`config.mk`:
```
export PLATFORM = sky130hd
export DESIGN_NAME = mfp_uart_rx
export DESIGN_NICKNAME = d
export VERILOG_FILES = /design/src/rtl/mfp_uart_rx.sv
export SDC_FILE = /design/constraint.sdc
export NUM_CORES = 1
export LEC_CHECK = 0
export ABC_AREA = 1
export CAP_MARGIN = 20
export CORE_MARGIN = 5
export CORE_UTILIZATION = 60
export CTS_CLUSTER_DIAMETER = 50
export DETAILED_ROUTE_END_ITERATION = 10
export PLACE_DENSITY = 0.89
export SYNTH_ARGS = -nofsm -noshare
export SYNTH_HDL_FRONTEND = slang
export SYNTH_SLANG_ARGS = --single-unit
```
`constraint.sdc`:
```
create_clock -name clk -period 3.3 [get_ports clk]
set_input_delay 0.66 -clock clk [delete_from_list [all_inputs] [get_ports clk]]
set_output_delay 0.66 -clock clk [all_outputs]
set_load 0.02 [all_outputs]
```
`src/rtl/mfp_uart_rx.sv`:
```
// 8N1 UART receiver (LSB first) with valid/ready holding register and
// framing-error / overrun pulses; feeds the serial memory loader.
//
// state   | meaning
// S_IDLE  | line idle, waiting for a falling edge on rx_s
// S_START | validating the start bit at half a bit time
// S_DATA  | sampling 8 data bits at mid-bit
// S_STOP  | sampling the stop bit, then deliver or flag framing error
// S_BREAK | stop bit was low; wait for the line to return high
module mfp_uart_rx #(
   parameter int CLK_FREQ = 50000000,
   parameter int BAUD     = 115200
) (
   input  logic       clk,
   input  logic       reset,
   input  logic       rx,
   output logic [7:0] rx_data,
   output logic       rx_valid,
   input  logic       rx_ready,
   output logic       frame_err,
   output logic       overrun,
   output logic       busy
);

   localparam int CLKS_PER_BIT = CLK_FREQ / BAUD;
   localparam int HALF_BIT     = CLKS_PER_BIT / 2;
   localparam int CW           = $clog2(CLKS_PER_BIT);

   if (CLKS_PER_BIT < 4) begin : g_cfg_check
      $error("mfp_uart_rx: CLKS_PER_BIT must be >= 4");
   end

   localparam logic [CW-1:0] CNT_LAST = CW'(CLKS_PER_BIT - 1);
   localparam logic [CW-1:0] CNT_HALF = CW'(HALF_BIT - 1);

   typedef enum logic [2:0] {
      S_IDLE,
      S_START,
      S_DATA,
      S_STOP,
      S_BREAK
   } state_t;

   state_t        state, state_next;
   logic [1:0]    sync;
   logic          rx_s;
   logic [CW-1:0] cnt, cnt_next;
   logic [2:0]    bit_idx, bit_next;
   logic [7:0]    shift;
   logic          sample_bit;
   logic          stop_ok;
   logic          stop_bad;
   logic          accept;

   assign rx_s   = sync[1];
   assign busy   = (state != S_IDLE);
   assign accept = rx_valid & rx_ready;

   always_comb begin
      state_next = state;
      bit_next   = bit_idx;
      sample_bit = 1'b0;
      stop_ok    = 1'b0;
      stop_bad   = 1'b0;
      case (state)
         S_IDLE: begin
            if (!rx_s) state_next = S_START;
         end
         S_START: begin
            if (cnt == CNT_HALF) begin
               state_next = rx_s ? S_IDLE : S_DATA;
               bit_next   = 3'd0;
            end
         end
         S_DATA: begin
            if (cnt == CNT_LAST) begin
               sample_bit = 1'b1;
               if (bit_idx == 3'd7) state_next = S_STOP;
               else                 bit_next   = bit_idx + 3'd1;
            end
         end
         S_STOP: begin
            if (cnt == CNT_LAST) begin
               stop_ok    = rx_s;
               stop_bad   = ~rx_s;
               state_next = rx_s ? S_IDLE : S_BREAK;
            end
         end
         S_BREAK: begin
            if (rx_s) state_next = S_IDLE;
         end
         default: state_next = S_IDLE;
      endcase

      // Counter restarts on every state change and wraps once per bit in DATA.
      if (state_next != state || cnt == CNT_LAST) cnt_next = '0;
      else                                         cnt_next = cnt + 1'b1;
   end

   always_ff @(posedge clk) begin
      if (reset) begin
         sync      <= 2'b11;
         state     <= S_IDLE;
         cnt       <= '0;
         bit_idx   <= 3'd0;
         shift     <= 8'h00;
         rx_data   <= 8'h00;
         rx_valid  <= 1'b0;
         frame_err <= 1'b0;
         overrun   <= 1'b0;
      end else begin
         sync      <= {sync[0], rx};
         state     <= state_next;
         cnt       <= cnt_next;
         bit_idx   <= bit_next;
         if (sample_bit) shift <= {rx_s, shift[7:1]};
         frame_err <= stop_bad;
         overrun   <= stop_ok & rx_valid & ~rx_ready;
         // A byte arriving on the accept cycle replaces the old one without a gap.
         if (stop_ok && (!rx_valid || rx_ready)) begin
            rx_data  <= shift;
            rx_valid <= 1'b1;
         end else if (accept) begin
            rx_valid <= 1'b0;
         end
      end
   end

endmodule
```
==> metrics.cfg, run 1 <==
[outcome]
status = complete, no violations

[cts]
htree_levels = 2
cts_root_buf = clkbuf_4
cts.sink_count = 36
cts.clk_slew.worst_paths_ps = 90
ctsResizeCount = 0
cts_buffers = 5
postCtsSetupRepairBufs = 0
clk_latency_ps = 330
ctsLongestPathBuffers = 2
hold_buffers = 0
cts_tree = built

[worst_setup_path]
crit_path_start = state[2]$_SDFF_PP0_
worstPathMaxFanout = 5
r2r_cells = 8
r2r_start = cnt[0]$_SDFF_PP0_
required_ps = 2640
end_kind = output port
crit_path_start_kind = register
arrival_ps = 1630
criticalPathCategory = reg -> out

[routing]
ant_nets = 0
routed_wl_mm = 2.92
drtIter0Drc = 70
wl_per_cell_um = 10.6
firstDrtPassIters = 4
drc = 0
via_per_inst = 5.08
vias = 1403

[layout]
areaGrowthSynthToFinish_pct = 12.3
drive_gt1_share_pct = 7.76
nNetsFinal = 254
design_area_um2 = 1850
diodes = 0

[power]
powerDensity_nw_per_um2 = 379
leakage_nw = 0.779
vdd_drop_max_v = 0.000316

[sta]
worst_pin_slew_ps = 547
rsz0062_at_grt = no
slew_headroom_pct = 63.5
tns_ps = 0
period_minus_slack_ps = 2290
final_max_slew_viol_count = 0
setup_violations = 0
timing.fmax_ghz = 0.436
clock_skew_ps = 2.48
fin_crit_sh_pct = 69.5
finalHoldViolCount = 0

[floorplanning]
num_rows = 19
die_x_um = 62.4
io_pins = 16
die-area_um2 = 3890
start_util_pct = 61.3
core-area_um2 = 2690
fp.dieH_um = 62.4

[global_routing]
grt_max_degree = 22
grtUsageTotal_pct = 15.9
antenna_found_initial = 0
grt_pass1_vias = 1228
grt_pass1_wl_mm = 5.20
grt-ovfl-total = 0

[min_path]
hold_path_class = reg -> reg
worstHoldStart = sync[0]$_SDFF_PP1_
whs_path_depth = 1

[logic_synthesis]
syn_nets = 237
synthDistinctLibCells = 26
yosys_warnings = 0
synth-seq-area-share_pct = 43.8
synth-seq-cells = 36
async_flop_share_pct = 0
synth_area_per_cell_um2 = 7.22
syn_inst = 228
netlist_area_um2 = 1650
synth_ff_type = dfxtp_1
synth_edf_count = 0

[job]
maxCapViolations = 0

[placement]
portBuffers = 15
hpwl_mm = 2.14
place.gp.congestion = 0.828
placed_area_um2 = 1800

-- registers in the layout, summed over array words and instances, names as in the netlist, 2 cells and up --
signal,count
cnt,9
rx_data,8
shift,8
bit_idx,3
state,3
sync,2
-- worst paths after layout --
| kind | end | slack, ps |
|---|---|---|
| max | busy | 1010 |
| min | sync[1]$_SDFF_PP1_ | 430 |
| max reg2reg | bit_idx[0]$_SDFFE_PP0P_ | 1390 |
| min reg2reg | sync[1]$_SDFF_PP1_ | 430 |
-- power breakdown --
group / switching [W] / total (W) / internal [W]
clock network: 0.000129 / 0.000207 / 0.0000784
registers: 0.00000772 / 0.000449 / 0.000442
logic: 0.0000266 / 0.0000447 / 0.0000181
-- final cells by class --
type | count | area, um2
clock buffer | 6 | 41.3
fill | 243 | 837
sequential | 36 | 721
inverter | 32 | 120
multi-input combinational | 155 | 773
tap | 31 | 38.8
clock inverter | 1 | 5.00
timing repair buffer | 15 | 150
-- critical path, cell delays in order, from the launching register on --
cell	delay, ps
dfxtp_1	450
inv_2	90
nand3_1	140
clkdlybuf4s50_1	630
-- layout by cell type (no fill, tap or decap) --
master           netlist  routed
a21boi_1               1       1
nor3_1                 2       2
a21oi_1               15      15
o21ai_0               11      11
nor2_4                 1       1
or2_2                  3       3
nor3_2                 1       1
nor4_1                 1       1
clkdlybuf4s50_1        0      15
clkinv_2               0       1
nor2_2                 1       1
clkbuf_4               0       5
nor2_1                48      48
xor2_1                 6       6
inv_1                 30      30
inv_2                  2       2
nand2_2                4       4
nand3b_4               1       1
dfxtp_1               36      36
xnor2_1                1       1
nand4_1                2       2
nand3_1               11      11
nand2_1               40      40
o22ai_1                1       1
clkbuf_1               1       1
ha_1                   5       5
-- synthesized netlist by cell type, types with 2 or more instances --
library cell	instances	area [um2]
dfxtp_1	36	721
inv_2	2	7.51
nor2_1	48	180
a21oi_1	15	75.1
xor2_1	6	52.6
or2_2	3	18.8
nand3_1	11	55.1
buf_2	2	10.0
nor3_1	2	10.0
o21ai_0	11	55.1
inv_1	30	113
nand2_2	4	25.0
nand2_1	40	150
ha_1	5	62.6
nand4_1	2	12.5
-- stage by stage --
step	total power, W	setup slack [ps]	hold slack, ps	util (%)	cells
6_report	0.000702	1010	431	68.8	276
5_1_grt	0.000745	893	484	68.8	276
4_1_cts	0.000710	999	437	68.8	276
3_5_place_dp	0.000504	962	409	67.1	269
3_3_place_gp	0.000503	1030	400	67.1	269
2_1_floorplan	0.000491	1880	389	-	228
-- kinds of logic (layout without fill, tap and decap cells) --
family                     Yosys count  in the layout  synth area share [%]
buffers and inverters               37             54                  9.27
DFF                                 36             36                  43.8
AOI/OAI and AO/OA                   28             28                  8.74
xor gates and xnor gates             7              7                  3.72
and+or+nand+nor                    115            115                  30.7
adders and majority gates            5              5                  3.80
-- layer usage --
| layer | up-vias | global-route usage, % | routed length [um] |
|---|---|---|---|
| met5 | - | 0 | 0 |
| met4 | 0 | 4.77 | 44 |
| met3 | 6 | 5.40 | 126 |
| met2 | 27 | 26.3 | 1360 |
| met1 | 630 | 19.5 | 1380 |
| li1 | 740 | - | - |
(Power assumes the default switching activity.)
==> inputs of run 2 (changes only) <==
Settings changed: CORE_UTILIZATION 60 to 50, PLACE_DENSITY 0.89 to 0.8.
Clock period 3.3 ns to 1.95 ns, I/O delays scaled along.
==> metrics.cfg, run 2 (synthesis gave the netlist of run 1 again) <==
[routing]
ant_nets = 0
via_per_inst = 4.62
firstDrtPassIters = 4
wl_per_cell_um = 9.68
routed_wl_mm = 2.83
drtIter0Drc = 100
drc = 0
vias = 1350

[worst_setup_path]
critical_path.max_stage_delay_ps = 430
regToRegSetupSlack_ps = 310
worstPathMaxFanout = 6
path_cells = inv_1, nand3_1, dlygate4sd2_1
crit_path_start_kind = register
crit_family = flip-flops
path_depth = 3
worst_path_max_delay_cell = dfxtp_1
r2r_cells = 10
path_buf_inv = 2
end_kind = output port
required_ps = 1560
criticalPathCategory = reg -> out
r2r_start = cnt[1]$_SDFF_PP0_
r2r-end = cnt[6]$_SDFF_PP0_
arrival_ps = 1320

[floorplanning]
fp.dieH_um = 67.4
start_util_pct = 53.1
num_rows = 20
core-area_um2 = 3100
die_x_um = 67.4
die-area_um2 = 4540
io_pins = 16

[layout]
final_common_cell = nor2_1
nNetsFinal = 257
largest_reg_flops = 9
multiInputGateArea_um2 = 773
diodes = 0
final_cell_mix = 48 x nor2_1, 40 x nand2_1, 36 x dfxtp_1, 30 x inv_1, 15 x a21oi_1
top_register = cnt
drive_gt1_share_pct = 9.27
fillerInstances = 302
ff_latch_area_um2 = 721
areaGrowthSynthToFinish_pct = 15.7
top_regs = cnt (9), rx_data (8), shift (8)

[cts]
cts_buffers = 5
cts_tree = built
ctsResizeCount = 1
htree_levels = 2
cts.sink_count = 36
cts_root_buf = clkbuf_4
clk_latency_ps = 330
cts.clk_slew.worst_paths_ps = 100
postCtsSetupRepairBufs = 0
hold_buffers = 0
ctsLongestPathBuffers = 2

[sta]
final_max_slew_viol_count = 0
fin_ws_ps = 238
tns_ps = 0
rsz0062_at_grt = no
setup_violations = 0
slew_headroom_pct = 75.1
period_minus_slack_ps = 1710
clock_skew_ps = 8.11
finalHoldViolCount = 0
timing.fmax_ghz = 0.584
fin_crit_sh_pct = 87.8
worst_pin_slew_ps = 373

[power]
vdd_drop_max_v = 0.000382
leakage_nw = 0.806
powerDensity_nw_per_um2 = 665

[placement]
hpwl_mm = 2.02
place.gp.congestion = 0.876
portBuffers = 15
dp_slack_ps = 328

[global_routing]
grt_pass1_vias = 1243
grt-ovfl-total = 0
antenna_found_initial = 0
grt_pass1_wl_mm = 5.02
grtUsageTotal_pct = 14.6
grt_max_degree = 21

[outcome]
status = complete, no violations

[min_path]
hold_path_class = reg -> reg
worstHoldStart = sync[0]$_SDFF_PP1_
min_to = sync[1]$_SDFF_PP1_
whs_path_depth = 1

[job]
maxCapViolations = 0

==> run 2: cell count changes in the layout (fill, tap and decap cells not counted), sizes merged <==
cell / before / now
clkbuf: 6 / 7
buf: 0 / 3
clkdlybuf4s50: 15 / 14
clkinv: 1 / 0
dlygate4sd2: 0 / 1
==> run 2: routing by layer <==
metal,share of wire (%),vias to the layer above,track usage [%]
met5,0,-,0
met4,2.2,0,8.35
met3,5.4,7,4.66
met2,42,19,23.1
met1,51,576,17.4
li1,-,748,-
==> run 2: per-stage QoR <==
stage               util, %  total power [W]  cell area, um2  hold slack (ps)  std cells
floorplan                 -         0.000831            1650              389        228
global placement       59.4         0.000855            1840              404        285
detailed placement     59.4         0.000857            1840              398        285
CTS                    61.4          0.00129            1910              430        292
global route           61.4          0.00133            1910              436        292
finish                 61.4          0.00127            1910              426        292
==> run 2: worst max-delay path by stage <==
stage / start / endpoint / slack [ps]
2_1_floorplan: cnt[0]$_SDFF_PP0_ / rx_data[1]$_SDFFE_PP0P_ / 530
3_3_place_gp: state[0]$_SDFF_PP0_ / busy / 340
3_5_place_dp: cnt[1]$_SDFF_PP0_ / cnt[0]$_SDFF_PP0_ / 330
4_1_cts: state[1]$_SDFF_PP0_ / busy / 220
5_1_grt: state[2]$_SDFF_PP0_ / busy / 140
6_report: state[1]$_SDFF_PP0_ / busy / 240
==> run 2: cell type report <==
type / count / area share (%)
multi-input cells: 155 / 40.6
flip-flops and latches: 36 / 37.8
repair buffers: 18 / 9.00
inverters: 32 / 6.30
clock buffers: 7 / 3.41
well taps: 44 / 2.89
==> run 2: where the power goes <==
part	total [W]	internal [W]	leakage (nW)	switching, W
Combinational	0.0000792	0.0000329	0.477	0.0000463
Sequential	0.000761	0.000748	0.291	0.0000131
Clock	0.000428	0.000204	0.0374	0.000224
